`src/rtl/serial_sub_pkg.sv`:
```
// Shared definitions for the bit-serial subtractor: FSM state encoding and
// a constant helper for sizing the bit counter.
package serial_sub_pkg;

  // Controller states; the spare 2'b11 code is treated as IDLE by the FSM.
  typedef enum logic [1:0] {
    IDLE = 2'd0,
    RUN  = 2'd1,
    DONE = 2'd2
  } state_t;

  // Bits needed to count 0..value-1; never returns less than one bit.
  function automatic int clog2(input int value);
    int w;
    w = 1;
    while ((1 << w) < value) begin
      w = w + 1;
    end
    return w;
  endfunction

endpackage

```
`src/rtl/serial_subtractor_fsub_cell.sv`:
```
// One-bit full subtractor: d = x - y - z, with bo the borrow out of this bit.
module fsub_cell (
  input  logic x,
  input  logic y,
  input  logic z,
  output logic d,
  output logic bo
);

  assign d  = x ^ y ^ z;
  assign bo = (~x & y) | (~(x ^ y) & z);

endmodule

```
`src/rtl/serial_subtractor.sv`:
```
// Bit-serial subtractor: diff = a - b - bin, one bit per clock, LSB first,
// through a single full-subtractor cell with a registered borrow.
module serial_subtractor
  import serial_sub_pkg::*;
#(
  parameter int WIDTH = 8
) (
  input  logic             clk,
  input  logic             rst_n,
  input  logic             start,
  input  logic [WIDTH-1:0] a,
  input  logic [WIDTH-1:0] b,
  input  logic             bin,
  output logic             busy,
  output logic             done,
  output logic [WIDTH-1:0] diff,
  output logic             borrow,
  output logic             ovf
);

  localparam int CW = clog2(WIDTH);
  localparam logic [CW-1:0] LAST_BIT = CW'(WIDTH - 1);

  state_t           state;
  logic [WIDTH-1:0] a_q;
  logic [WIDTH-1:0] b_q;
  logic [WIDTH-1:0] diff_q;
  logic             borrow_q;
  logic [CW-1:0]    cnt;
  logic             a_msb;
  logic             b_msb;
  logic             borrow_out;
  logic             ovf_q;

  logic cell_d;
  logic cell_bo;
  logic accept;
  logic last_bit;

  // A new request is only taken when no subtraction is in flight.
  assign accept   = start && (state != RUN);
  assign last_bit = (cnt == LAST_BIT);

  fsub_cell u_cell (
    .x  (a_q[0]),
    .y  (b_q[0]),
    .z  (borrow_q),
    .d  (cell_d),
    .bo (cell_bo)
  );

  // Controller: sequences IDLE -> RUN (WIDTH bit steps) -> DONE and counts bits.
  always_ff @(posedge clk or negedge rst_n) begin
    if (!rst_n) begin
      state <= IDLE;
      cnt   <= '0;
    end else begin
      case (state)
        IDLE, DONE: begin
          cnt   <= '0;
          state <= accept ? RUN : IDLE;
        end
        RUN: begin
          if (last_bit) begin
            cnt   <= '0;
            state <= DONE;
          end else begin
            cnt <= cnt + CW'(1);
          end
        end
        default: begin
          cnt   <= '0;
          state <= IDLE;
        end
      endcase
    end
  end

  // Datapath: load operands on accept, then shift one bit through the cell per cycle.
  always_ff @(posedge clk or negedge rst_n) begin
    if (!rst_n) begin
      a_q        <= '0;
      b_q        <= '0;
      diff_q     <= '0;
      borrow_q   <= 1'b0;
      a_msb      <= 1'b0;
      b_msb      <= 1'b0;
      borrow_out <= 1'b0;
      ovf_q      <= 1'b0;
    end else if (accept) begin
      a_q        <= a;
      b_q        <= b;
      diff_q     <= '0;
      borrow_q   <= bin;
      a_msb      <= a[WIDTH-1];
      b_msb      <= b[WIDTH-1];
      borrow_out <= 1'b0;
      ovf_q      <= 1'b0;
    end else if (state == RUN) begin
      diff_q   <= {cell_d, diff_q[WIDTH-1:1]};
      a_q      <= a_q >> 1;
      b_q      <= b_q >> 1;
      borrow_q <= cell_bo;
      if (last_bit) begin
        borrow_out <= cell_bo;
        ovf_q      <= (a_msb != b_msb) && (cell_d != a_msb);
      end
    end
  end

  assign busy   = (state == RUN);
  assign done   = (state == DONE);
  assign diff   = diff_q;
  assign borrow = borrow_out;
  assign ovf    = ovf_q;

endmodule

```
`config.mk`:
```
export PLATFORM = sky130hd
export DESIGN_NAME = serial_subtractor
export DESIGN_NICKNAME = d
export VERILOG_FILES = /design/src/rtl/serial_sub_pkg.sv /design/src/rtl/serial_subtractor_fsub_cell.sv /design/src/rtl/serial_subtractor.sv
export SDC_FILE = /design/constraint.sdc
export NUM_CORES = 1
export LEC_CHECK = 0
export CAP_MARGIN = 15
export CORE_ASPECT_RATIO = 2
export CORE_MARGIN = 3
export CORE_UTILIZATION = 56
export CTS_BUF_LIST = sky130_fd_sc_hd__clkbuf_4
export DETAILED_ROUTE_END_ITERATION = 8
export GPL_TIMING_DRIVEN = 1
export PLACE_DENSITY_LB_ADDON = 0.08
export SLEW_MARGIN = 20
export SYNTH_ARGS = -nofsm -noshare
export SYNTH_HDL_FRONTEND = slang
export SYNTH_SLANG_ARGS = --single-unit
```
`constraint.sdc`:
```
create_clock -name clk -period 3.98 [get_ports clk]
set_clock_uncertainty 0.2 [all_clocks]
set_input_delay 0.398 -clock clk [delete_from_list [all_inputs] [get_ports clk]]
set_output_delay 0.398 -clock clk [all_outputs]
set_load 0.005 [all_outputs]
```
== After elaboration in Yosys (flattened, before gate mapping) ==
Cells that the tools add are included.
Operators by class
  $add $sub $neg: 1
  multiply operators: 0
  divide/modulo/power cells: 0
  $lt $le $gt $ge: 0
  equality and inequality tests: 7
  shifts and indexed selects: 0
  mux-type cells: 19
  bitwise logic cells: 7
  reductions and logical operators: 7
Operators by type and width (number)
  $mux 8: 6
  $mux 1: 9
  $mux 3: 2
  $ne 2x1->1 const B: 2
  $pmux 2 s2: 1
  $reduce_bool 2->1: 2
  $add 3x1->3 const B: 1
  $eq 3x3->1 const B: 1
  $and 1x1->1: 2
  $eq 2x1->1 const B: 1
  $eq 2x2->1 const B: 1
  $logic_and 1x1->1: 2
  $logic_not 2->1: 1
  $mux 2: 1
  $ne 1x1->1: 2
  $not 1->1: 2
  $reduce_and 2->1: 1
  $reduce_or 2->1: 1
  $xor 1x1->1: 2
  $or 1x1->1: 1
Storage, ports and cells
  flip-flop bits (word level): 34
  latch bits: 0
  memory bits (writable): 0
  memory bits (read-only): 0
  bits of input ports: 20
  word-level logic and storage cells: 51
  memories: 0

== Depth between registers and ports, before layout ==
  depth after elaboration: 7
  gate-level depth with buffers: 5

== Hierarchy ==
A second synthesis with hierarchy kept.
Unflattened totals
  cell total of the unflattened synthesis: 138
  area total of the unflattened synthesis: 1507.7 um2
Modules (own cells, without submodules)
  serial_subtractor: times used 1, cells each 134, area an instance 1476.4 um2
  fsub_cell: times used 1, cells each 4, area an instance 31.3 um2

== Worst setup path before layout ==
No wires, ideal clock.
  kind: flip-flop to flip-flop
  start point: register borrow_q
  end point: register ovf_q, in the netlist ovf
  library setup time: 0.121 ns
  arrival time: 1.231 ns
  required time: 3.659 ns
  setup slack: 2.428 ns
  stages on the path, launching flop included: 6
  path buffers: 0
  period minus slack after synthesis: 1.552 ns
  path through: dfrtp_1 -> inv_1 -> fa_1 -> nand2b_1 -> o21ai_0 -> a22o_1
Between the ends
  longest elaborated chain between the ends: 6
RTL lines
  from (decl): line serial_subtractor.sv:28  | logic borrow_q;
  from (signal assigned): line serial_subtractor.sv:94  | borrow_q <= bin;
  from (signal assigned): line serial_subtractor.sv:103  | borrow_q <= cell_bo;
  $xor 1x1->1: line serial_subtractor_fsub_cell.sv:10  | assign d = x ^ y ^ z;
  $ne 1x1->1: line serial_subtractor.sv:106  | ovf_q <= (a_msb != b_msb) && (cell_d != a_msb);
  $logic_and 1x1->1: line serial_subtractor.sv:106
  $mux 1: line serial_subtractor.sv:104  | if (last_bit) begin
  $mux 1: line serial_subtractor.sv:99  | end else if (state == RUN) begin
  $mux 1: line serial_subtractor.sv:90  | end else if (accept) begin
  to (signal assigned): line serial_subtractor.sv:106
  to (decl): line serial_subtractor.sv:33  | logic ovf_q;
Every way passes these cells. The select of a mux whose other input is x is not followed.
A chain may end at the register's enable or synchronous reset.

== Final worst setup path ==
  start point: register state[1]
  end point: output port busy
Between the ends
  longest elaborated chain between the ends: 1
RTL lines
  from (decl): line serial_subtractor.sv:24  | state_t state;
  from (signal assigned): line serial_subtractor.sv:61  | state <= accept ? RUN : IDLE;
  $eq 2x1->1: line serial_subtractor.sv:111  | assign busy = (state == RUN);
  to (decl): line serial_subtractor.sv:14  | output logic busy,
Every way passes these cells.

==> impl_metrics.json <==
{
  "status": "complete, no violations",
  "num_vias": 1075,
  "ir_worst_vdd_mv": 0.363,
  "coreArea_um2": 2570,
  "io_pins": 32,
  "fin_setup_tns_ns": 0,
  "worst_pin_slew_ns": 0.641,
  "critPathLaunchType": "flop",
  "vias_per_cell": 5.43,
  "grt_pass1_vias": 1164,
  "maxSlewViolCount": 0,
  "grt_pass1_wl_um": 4970,
  "hp-class": "in2async",
  "rsz0062_at_grt": "false",
  "synth_seq_cells": 34,
  "post-route-period-util_pct": 66.6,
  "cts_made_buffers": 5,
  "cts_tree": "built",
  "synth_cell_types": 28,
  "cts_buffer_depth": 2,
  "htreeDepth": 2,
  "initial_core_util_pct": 58.7,
  "dr.first_iter.drc_count": 28,
  "ys_seq_area_share_pct": 56.4,
  "syn_nets": 161,
  "grt_max_degree": 51,
  "gp_congestion": 0.725,
  "rows": 26,
  "yosys_warnings": 0,
  "cp.required_ns": 3.38,
  "clk_pin_slew_ns": 0.11,
  "postRouteAntennaNets": 0,
  "drc": 0,
  "powerDensity_nw_per_um2": 649,
  "dieHeight_um": 79.4,
  "p_leak_nw": 0.870,
  "crit_fanout": 50,
  "grt.overflow.total": 0,
  "netlist_instances": 138,
  "relSlewSlack_pct": 57.2,
  "whs_ns": 0.246,
  "cts_root_buf": "clkbuf_4",
  "timing.final.ws_setup_ns": 1.33,
  "cts_hold_buf": 0,
  "setup_violations": 0,
  "hold_viol_final": 0,
  "final_core_util_pct": 72.0,
  "cts_resized": 0,
  "fp.dieArea_um2": 3390,
  "syn-cell-area_um2": 1510,
  "cp-end-kind": "primary output",
  "drv_cap": 0,
  "cts_setup_buffers": 0,
  "dp_slack_ns": 1.50,
  "diodes": 0,
  "hpwlAfterDp_um": 2060,
  "min_period_ns": 2.65,
  "path_class": "reg2out",
  "routed_wl_um": 2930,
  "drt_first_pass_iters": 4,
  "cts_num_sinks": 34,
  "worstPathArrival_ns": 2.05,
  "syn_area_per_cell_um2": 10.9,
  "port_buffers": 31,
  "routedWlPerCell_um": 14.8,
  "fmax_mhz": 377,
  "layout.nets": 193,
  "grt_antenna_before_repair": 0,
  "grt_usage_pct": 19.5,
  "dieWidth_um": 42.7,
  "drive_above_1_share_pct": 10.6,
  "insertion_delay_ns": 0.33,
  "syn_to_final_growth_pct": 22.6
}
-- layout by cell type (no fill, tap or decap) --
master	instances
dfrtp_1	34
nand2_1	32
clkdlybuf4s50_1	30
o21ai_0	23
mux2i_1	16
clkbuf_4	5
inv_1	3
inv_2	2
and2_1	2
nor2_1	2
mux2_2	2
ha_1	2
clkinv_2	2
nand2b_4	1
nor3_1	1
and2b_2	1
and3b_4	1
a21oi_2	1
nand2b_1	1
nand3b_1	1
a22o_1	1
o22ai_1	1
o211a_1	1
a21oi_1	1
a22o_2	1
fa_1	1
buf_2	1
buf_4	1
-- cell usage after synthesis --
| cell type | n | area, um^2 |
|---|---|---|
| and2b_2 | 1 | 8.76 |
| nor2_1 | 2 | 7.51 |
| a21oi_2 | 1 | 8.76 |
| o22ai_1 | 1 | 6.26 |
| mux2i_1 | 16 | 160 |
| buf_6 | 1 | 11.3 |
| nand3b_1 | 1 | 7.51 |
| dfrtp_1 | 34 | 851 |
| buf_8 | 1 | 15.0 |
| nand2_1 | 32 | 120 |
| nand2b_1 | 1 | 6.26 |
| nand2b_4 | 1 | 13.8 |
| clkbuf_2 | 1 | 5.00 |
| and2_1 | 2 | 12.5 |
| a21oi_1 | 1 | 5.00 |
| nor3_1 | 1 | 5.00 |
| buf_2 | 3 | 15.0 |
| o21ai_0 | 23 | 115 |
| fa_1 | 1 | 20.0 |
| inv_1 | 3 | 11.3 |
| o211a_1 | 1 | 10.0 |
| ha_1 | 2 | 25.0 |
| mux2_2 | 2 | 22.5 |
| a22o_2 | 1 | 10.0 |
| and3b_4 | 1 | 12.5 |
| inv_2 | 2 | 7.51 |
| buf_4 | 1 | 7.51 |
| a22o_1 | 1 | 8.76 |
-- state kept, by name, indices dropped and copies added, names as in the netlist --
| signal | count |
|---|---|
| a_q | 8 |
| b_q | 8 |
| diff | 8 |
| cnt | 3 |
| state | 2 |
| a_msb | 1 |
| b_msb | 1 |
| borrow | 1 |
| borrow_q | 1 |
| ovf | 1 |
-- path summary, 6_finish.rpt --
kind	to	cells past startpoint	start	slack (ns)
min in group clk	cnt[0]	1	cnt[0]	0.25
worst min-delay path	state[0]	2	rst_n	0.25
max in group asynchronous	b_q[4]	2	rst_n	3.00
worst min register to register	cnt[0]	1	cnt[0]	0.25
worst max-delay path	busy	3	state[1]	1.33
worst max register to register	ovf	5	b_q[0]	2.32
-- worst max-delay path, stage by stage (launching register included) --
cell and delay (ns):
dfrtp_1 0.41, nand2b_4 0.18, inv_2 0.49, clkdlybuf4s50_1 0.63
-- per-layer routing --
layer	global-route usage, %	vias up	wire length [um]
li1	-	526	-
met1	21.8	511	1180
met2	33.0	31	1550
met3	5.64	7	135
met4	9.35	0	68
met5	0	-	0
-- where the power goes --
part / leakage, nW / internal, mW / total [mW] / switching, mW
sequential: 0.437 / 0.487 / 0.572 / 0.0850
combinational: 0.402 / 0.230 / 0.450 / 0.220
clock: 0.0308 / 0.0635 / 0.179 / 0.115
-- cell type report --
class	count	area, um^2
well taps	28	35.0
repair buffers	32	313
inverters	5	18.8
clock buffers	5	37.5
clock inverters	2	10.0
fillers	196	719
flip-flops and latches	34	851
multi-input cells	92	586
-- cells by family after synthesis --
family	after synthesis	synth area share, %
AO/OA/AOI/OAI	29	10.9
buffers and inverters	12	4.81
adder cells (fa/ha/maj)	3	2.98
AND/OR/NAND/NOR	42	12.9
multiplexers	18	12.1
flip-flops	34	56.4
-- metrics by stage --
step	cells	total power [mW]	instance area (um^2)
after floorplan	138	0.851	1510
after global placement	191	1.01	1810
after detailed placement	191	1.04	1810
after CTS	198	1.22	1860
after global routing	198	1.31	1850
final	198	1.20	1850
Power figures use the tool's default switching activity.
